==> src/rtl/alu_scheduler.sv <==
// alu_scheduler: round-robin arbiter sharing one combinational ALU between two valid/ready requesters
module alu_scheduler #(
  parameter int WIDTH = 32,
  parameter int OP_W  = 4
) (
  input  logic             clk,
  input  logic             rst_n,
  input  logic [1:0]       req_valid,
  output logic [1:0]       req_ready,
  input  logic [WIDTH-1:0] req_a0,
  input  logic [WIDTH-1:0] req_a1,
  input  logic [WIDTH-1:0] req_b0,
  input  logic [WIDTH-1:0] req_b1,
  input  logic [OP_W-1:0]  req_op0,
  input  logic [OP_W-1:0]  req_op1,
  output logic [1:0]       rsp_valid,
  input  logic [1:0]       rsp_ready,
  output logic [WIDTH-1:0] rsp_result,
  output logic             rsp_zero,
  output logic             rsp_err,
  output logic [WIDTH-1:0] alu_a,
  output logic [WIDTH-1:0] alu_b,
  output logic [OP_W-1:0]  alu_op,
  input  logic [WIDTH-1:0] alu_result,
  input  logic             alu_zero
);
  typedef enum logic [1:0] {IDLE, EXEC, RESP} state_t;
  state_t r_state;
  logic   r_ptr;
  logic   r_owner;
  logic   w_any;
  logic   w_grant;
  logic   w_illegal;
  assign w_any     = |req_valid;
  assign w_grant   = req_valid[r_ptr] ? r_ptr : ~r_ptr;
  // gated by rst_n so nothing is offered while reset is held
  assign req_ready = (rst_n && r_state == IDLE && w_any) ? (w_grant ? 2'b10 : 2'b01) : 2'b00;
  assign w_illegal = !(alu_op == OP_W'(0) || alu_op == OP_W'(1) || alu_op == OP_W'(2) || alu_op == OP_W'(6));
  always_ff @(posedge clk or negedge rst_n) begin
    if (!rst_n) begin
      r_state    <= IDLE;
      r_ptr      <= 1'b0;
      r_owner    <= 1'b0;
      rsp_valid  <= 2'b00;
      rsp_result <= '0;
      rsp_zero   <= 1'b0;
      rsp_err    <= 1'b0;
      alu_a      <= '0;
      alu_b      <= '0;
      alu_op     <= '0;
    end else begin
      case (r_state)
        IDLE: if (w_any) begin
          alu_a   <= w_grant ? req_a1 : req_a0;
          alu_b   <= w_grant ? req_b1 : req_b0;
          alu_op  <= w_grant ? req_op1 : req_op0;
          r_owner <= w_grant;
          r_ptr   <= ~w_grant;
          r_state <= EXEC;
        end
        EXEC: begin
          rsp_result <= w_illegal ? '0 : alu_result;
          rsp_zero   <= !w_illegal && alu_zero;
          rsp_err    <= w_illegal;
          rsp_valid  <= r_owner ? 2'b10 : 2'b01;
          r_state    <= RESP;
        end
        RESP: if (rsp_ready[r_owner]) begin
          rsp_valid <= 2'b00;
          r_state   <= IDLE;
        end
        default: r_state <= IDLE;
      endcase
    end
  end
endmodule

==> config.mk <==
export PLATFORM = sky130hd
export DESIGN_NAME = alu_scheduler
export DESIGN_NICKNAME = d
export VERILOG_FILES = /design/src/rtl/alu_scheduler.sv
export SDC_FILE = /design/constraint.sdc
export NUM_CORES = 1
export LEC_CHECK = 0
export BUFFER_PORTS_ARGS = -buffer_cell sky130_fd_sc_hd__buf_4
export CAP_MARGIN = 20
export CELL_PAD_IN_SITES_DETAIL_PLACEMENT = 0
export CELL_PAD_IN_SITES_GLOBAL_PLACEMENT = 1
export CORE_ASPECT_RATIO = 1.75
export CORE_MARGIN = 5
export CORE_UTILIZATION = 33
export CTS_BUF_LIST = sky130_fd_sc_hd__clkbuf_4
export CTS_CLUSTER_DIAMETER = 150
export DETAILED_ROUTE_END_ITERATION = 12
export HOLD_SLACK_MARGIN = 0.05
export PLACE_DENSITY_LB_ADDON = 0.3
export REMOVE_ABC_BUFFERS = 1
export SYNTH_ARGS = -nofsm -noshare
export SYNTH_HDL_FRONTEND = slang
export SYNTH_SLANG_ARGS = --single-unit
export TNS_END_PERCENT = 50
==> constraint.sdc <==
create_clock -name clk -period 1.8 [get_ports clk]
set_input_delay 0.27 -clock clk [delete_from_list [all_inputs] [get_ports clk]]
set_output_delay 0.27 -clock clk [all_outputs]
set_load 0.03 [all_outputs]
==> results of run 1 <==
[metrics by stage]
stage / cell area (um2) / utilization [%] / hold slack, ns
floorplan: 4383 / - / -0.02559
global placement: 6883 / 51.16 / 0.09685
detailed placement: 6883 / 51.16 / 0.09903
[cells by family after synthesis]
| family | after synthesis | synth area share [%] |
|---|---|---|
| flip-flops | 108 | 59.39 |
| buffers and inverters | 40 | 3.849 |
| AO/OA/AOI/OAI | 180 | 34.73 |
| AND/OR/NAND/NOR | 17 | 2.035 |
==> results by group, run 1 <==
Synthesis
  • Seq/Total Area, Yosys: 59.39%
  • Post-synth top flop: dfrtp_1
  • Synth top area share: approximately 59%
  • Number of flops mapped to enable cells by yosys: 0
  • Biggest area consumer among synthesized cells: dfrtp_1
  • Ys async rst share: 100.0%
  • Most common cell in the netlist: dfrtp_1
  • Post-Synthesis Cells: between 300 and 400
  • Count of state elements after synthesis: approximately 110
  • Syn Area/Cell: 13.19 um2
  • Top cells by count, synth: dfrtp_1 (108), a221o_1 (68), o21a_1 (68)
  • Synth area leaders: dfrtp_1 (59%), a221o_1 (15%), o21a_1 (11%)
  • Synth Warn #: 0
  • Distinct cells, synth: 23
  • Mapped Area: 4551 um2

Clock tree
  • Post-CTS Setup Inserts: 4
  • CTS buffer count: 9
  • Htree depth: 3
  • Post-CTS Resized: 6
  • Hold_buf cts: between 150 and 200
  • Maximum clock path buffer count: 2
  • Clock root buffer: clkbuf_4
  • CTS sink count: approximately 110

Die
  • Die Ht: roughly 170 um
  • Die width: 98.77 um
  • Initial cell density of the core: roughly a third
  • # IOs: around 280
  • Standard-cell rows: 56

Placed design
  • Placer Congestion: ~0.83
  • Post-Place Cells: between 700 and 800
  • Post-DP HPWL: 12460 um
  • Port-buffer cells: 280
  • DP Worst Slack: roughly 0.21 ns

Run status
  • Status: aborted with a tool error
  • Failing step: 4_1_cts
  • Halt Reason: [ERROR RSZ-0060] Max buffer count reached.
==> run 2: changes to the inputs <==
Settings changed: CELL_PAD_IN_SITES_DETAIL_PLACEMENT 0 to unset, CELL_PAD_IN_SITES_GLOBAL_PLACEMENT 1 to unset, CORE_ASPECT_RATIO 1.75 to unset, CORE_UTILIZATION 33 to 38, CTS_BUF_LIST sky130_fd_sc_hd__clkbuf_4 to unset, CTS_CLUSTER_DIAMETER 150 to unset, HOLD_SLACK_MARGIN 0.05 to unset, PLACE_DENSITY_LB_ADDON 0.3 to 0.15.
==> results by group, run 2 <==
Clock tree
  • Clock root buffer: clkbuf_16
  • CTS buffer count: 9
  • Worst-Skew Late Latency: ~0.34 ns
  • CTS tree: done
  • CTS sink count: around 110
  • Htree depth: 3
  • Post-CTS Setup Inserts: 0
  • Clock-pin slew on the worst setup and hold paths: approximately 0.07 ns
  • Maximum clock path buffer count: 2

Synthesis
  • Mapped Area: roughly 4600 um2
  • Top cells by count, synth: dfrtp_1 (108), a221o_1 (68), o21a_1 (68)
  • Synth area leaders: dfrtp_1 (59%), a221o_1 (15%), o21a_1 (11%)
  • Count of state elements after synthesis: roughly 110
  • Post-synth top flop: dfrtp_1
  • Post-Synthesis Cells: about 350
  • Synth top area share: approximately 60%
  • Ys async rst share: 100.0%
  • Number of flops mapped to enable cells by yosys: 0
  • Most common cell in the netlist: dfrtp_1
  • Biggest area consumer among synthesized cells: dfrtp_1
  • Seq/Total Area, Yosys: approximately three fifths
  • Syn Area/Cell: roughly 13 um2
  • Distinct cells, synth: 23
  • Synth Warn #: 0

Layout
  • Final Util: 60.43%
  • Most frequent cells in the layout: buf_4 (289), dfrtp_1 (106), o21a_1 (68), a221o_1 (68), a22o_1 (33)
  • Top Registers: alu_a: 32 flops, alu_b: 32 flops, rsp_result: 32 flops
  • FF+latch area: 2705 um2
  • Layout cell share with drive strength beyond 1: around half
  • ANT cells: 0
  • Most common cell after layout, fill and taps aside: buf_4
  • Area grow syn2layout: 57.52%
  • Fillers: roughly 980
  • Nets: 788
  • Multi-input combinational cell area: between 1500 and 2000 um2
  • Layout Cells excl Fill: 763

Route
  • Post-route DRC violation count: 0
  • Via count of the routed design: just over 4000
  • Wire per inst: approximately 20 um
  • Vias per cell: ~5.4
  • Initial detailed-routing violation count: between 300 and 400
  • Post-Route WL: between 15000 and 20000 um
  • Routed Antenna Nets: 0
  • DR pass1 iterations: 4

Global routing
  • First-pass GRT wire length: between 20000 and 25000 um
  • Initial antenna violation count: 0
  • Largest net degree at the start of global routing: 60
  • GR Overflow Total: 0
  • Vias in the first global route: around 4300
  • Global Route Usage Sum: between 20% and 30%

Timing
  • Fin crit share: 95.42%
  • Max-slew violation count: 0
  • Worst Skew: approximately 0.0062 ns
  • RSZ-0062 raised after global routing: no
  • Rel. slew slack: roughly half
  • Fmax: 582.2 MHz
  • Final hold vios: 0
  • # setup viols final: 0
  • PnR worst setup slack: roughly 0.082 ns
  • Final Critical Period: 1.718 ns
  • Worst-margin pin slew: about 0.75 ns

Worst setup path
  • Critical R2R Launch: r_state[1]
  • Crit path launch type: register
  • Worst R2R Setup Slack: ~0.21 ns
  • Critical Path RT: 1.53 ns
  • CP Data Arrival Time: around 1.5 ns
  • CP Max Fanout: 6
  • Nature of the critical path endpoint: primary output
  • Kind of critical path: register to primary output
  • Crit path launch: r_state[1]

Power
  • Worst VDD drop: approximately 0.9 mV
  • Leak: between 3 and 4 nW
  • Power per standard cell area: 2008 nW/um2

Die
  • Area of the core: 11860 um2
  • Die Ht: roughly 120 um
  • # IOs: 281
  • Standard-cell rows: 40
  • Initial cell density of the core: 38.36%
  • Die area: about 14000 um2
  • Die width: ~120 um

Hold path
  • Worst hold path type: primary input to register
  • Hold Startpoint: rsp_ready[1]

Placed design
  • Port-buffer cells: 280
  • Post-Place Cells: 748
  • Post-DP HPWL: around 12000 um
  • DP Worst Slack: ~0.22 ns
  • Placer Congestion: roughly 0.77

Flow run
  • Max Cap Violations: 0

Run status
  • Status: completed
-- run 2: cell counts after synthesis --
No cell type changed its count.
-- run 2: area by class of cell --
class / instances / area share (%)
sequential: 108 / 37.74
timing repair buffer: 295 / 31.80
multi-input combinational: 197 / 23.62
clock buffer: 11 / 3.526
tap: 147 / 2.566
clock inverter: 3 / 0.6458
inverter: 2 / 0.1047
-- run 2: worst paths after layout --
kind                                 to  depth (start not counted)
max                        req_ready[0]                          4
max in group asynchronous     alu_a[29]                          3
min                        rsp_valid[1]                          2
min reg2reg                    rsp_zero                          1
min in group asynchronous      alu_b[5]                          2
max reg2reg                   alu_b[21]                          4
-- run 2: power breakdown --
group | internal [mW] | switching, mW | total, mW
logic | 3.49 | 4.53 | 8.03
registers | 3.63 | 0.760 | 4.39
clock network | 1.14 | 0.834 | 1.98
total | 8.26 | 6.13 | 14.4
-- run 2: per-stage QoR --
stage | cell area [um2] | power (mW) | TNS, ns | hold WS [ns]
CTS | 7156 | 14.51 | 0 | 0.1286
global route | 7168 | 15.17 | 0 | 0.1333
floorplan | 4383 | 9.121 | -99.32 | -0.02559
finish | 7168 | 14.39 | 0 | 0.1438
detailed placement | 6847 | 12.47 | 0 | 0.09717
global placement | 6847 | 12.31 | 0 | 0.09238
-- run 2: critical path, cell delays in order (launching register included) --
cell     delay (ns)
dfrtp_2        0.44
nor2_2         0.14
and3_4         0.24
and2_1         0.14
buf_4          0.16
-- run 2: kinds of logic (layout without fill, tap and decap cells) --
logic type / count (synthesis) / count (layout) / synth area share (%)
AOI/OAI and AO/OA: 180 / 180 / 34.73
DFF: 108 / 108 / 59.39
buffers and inverters: 40 / 311 / 3.849
and+or+nand+nor: 17 / 17 / 2.035
-- run 2: what timing repair did --
action                                  CTS  global route
resized for setup                         0             5
hold buffers                              1             0
hold endpoints to repair                  5             0
endpoints found under the setup margin    0             2
-- run 2: layer usage --
layer / wire, um / vias to the layer above / track usage [%] / share of wire (%)
met2: 7638 / 213 / 34.76 / 49
met4: 295 / 0 / 7.445 / 1.9
li1: - / 1903 / - / -
met1: 5911 / 2011 / 25.59 / 38
met5: 0 / - / 0 / 0
met3: 1635 / 20 / 7.835 / 11
No activity file was read; power rests on OpenSTA's default activity.
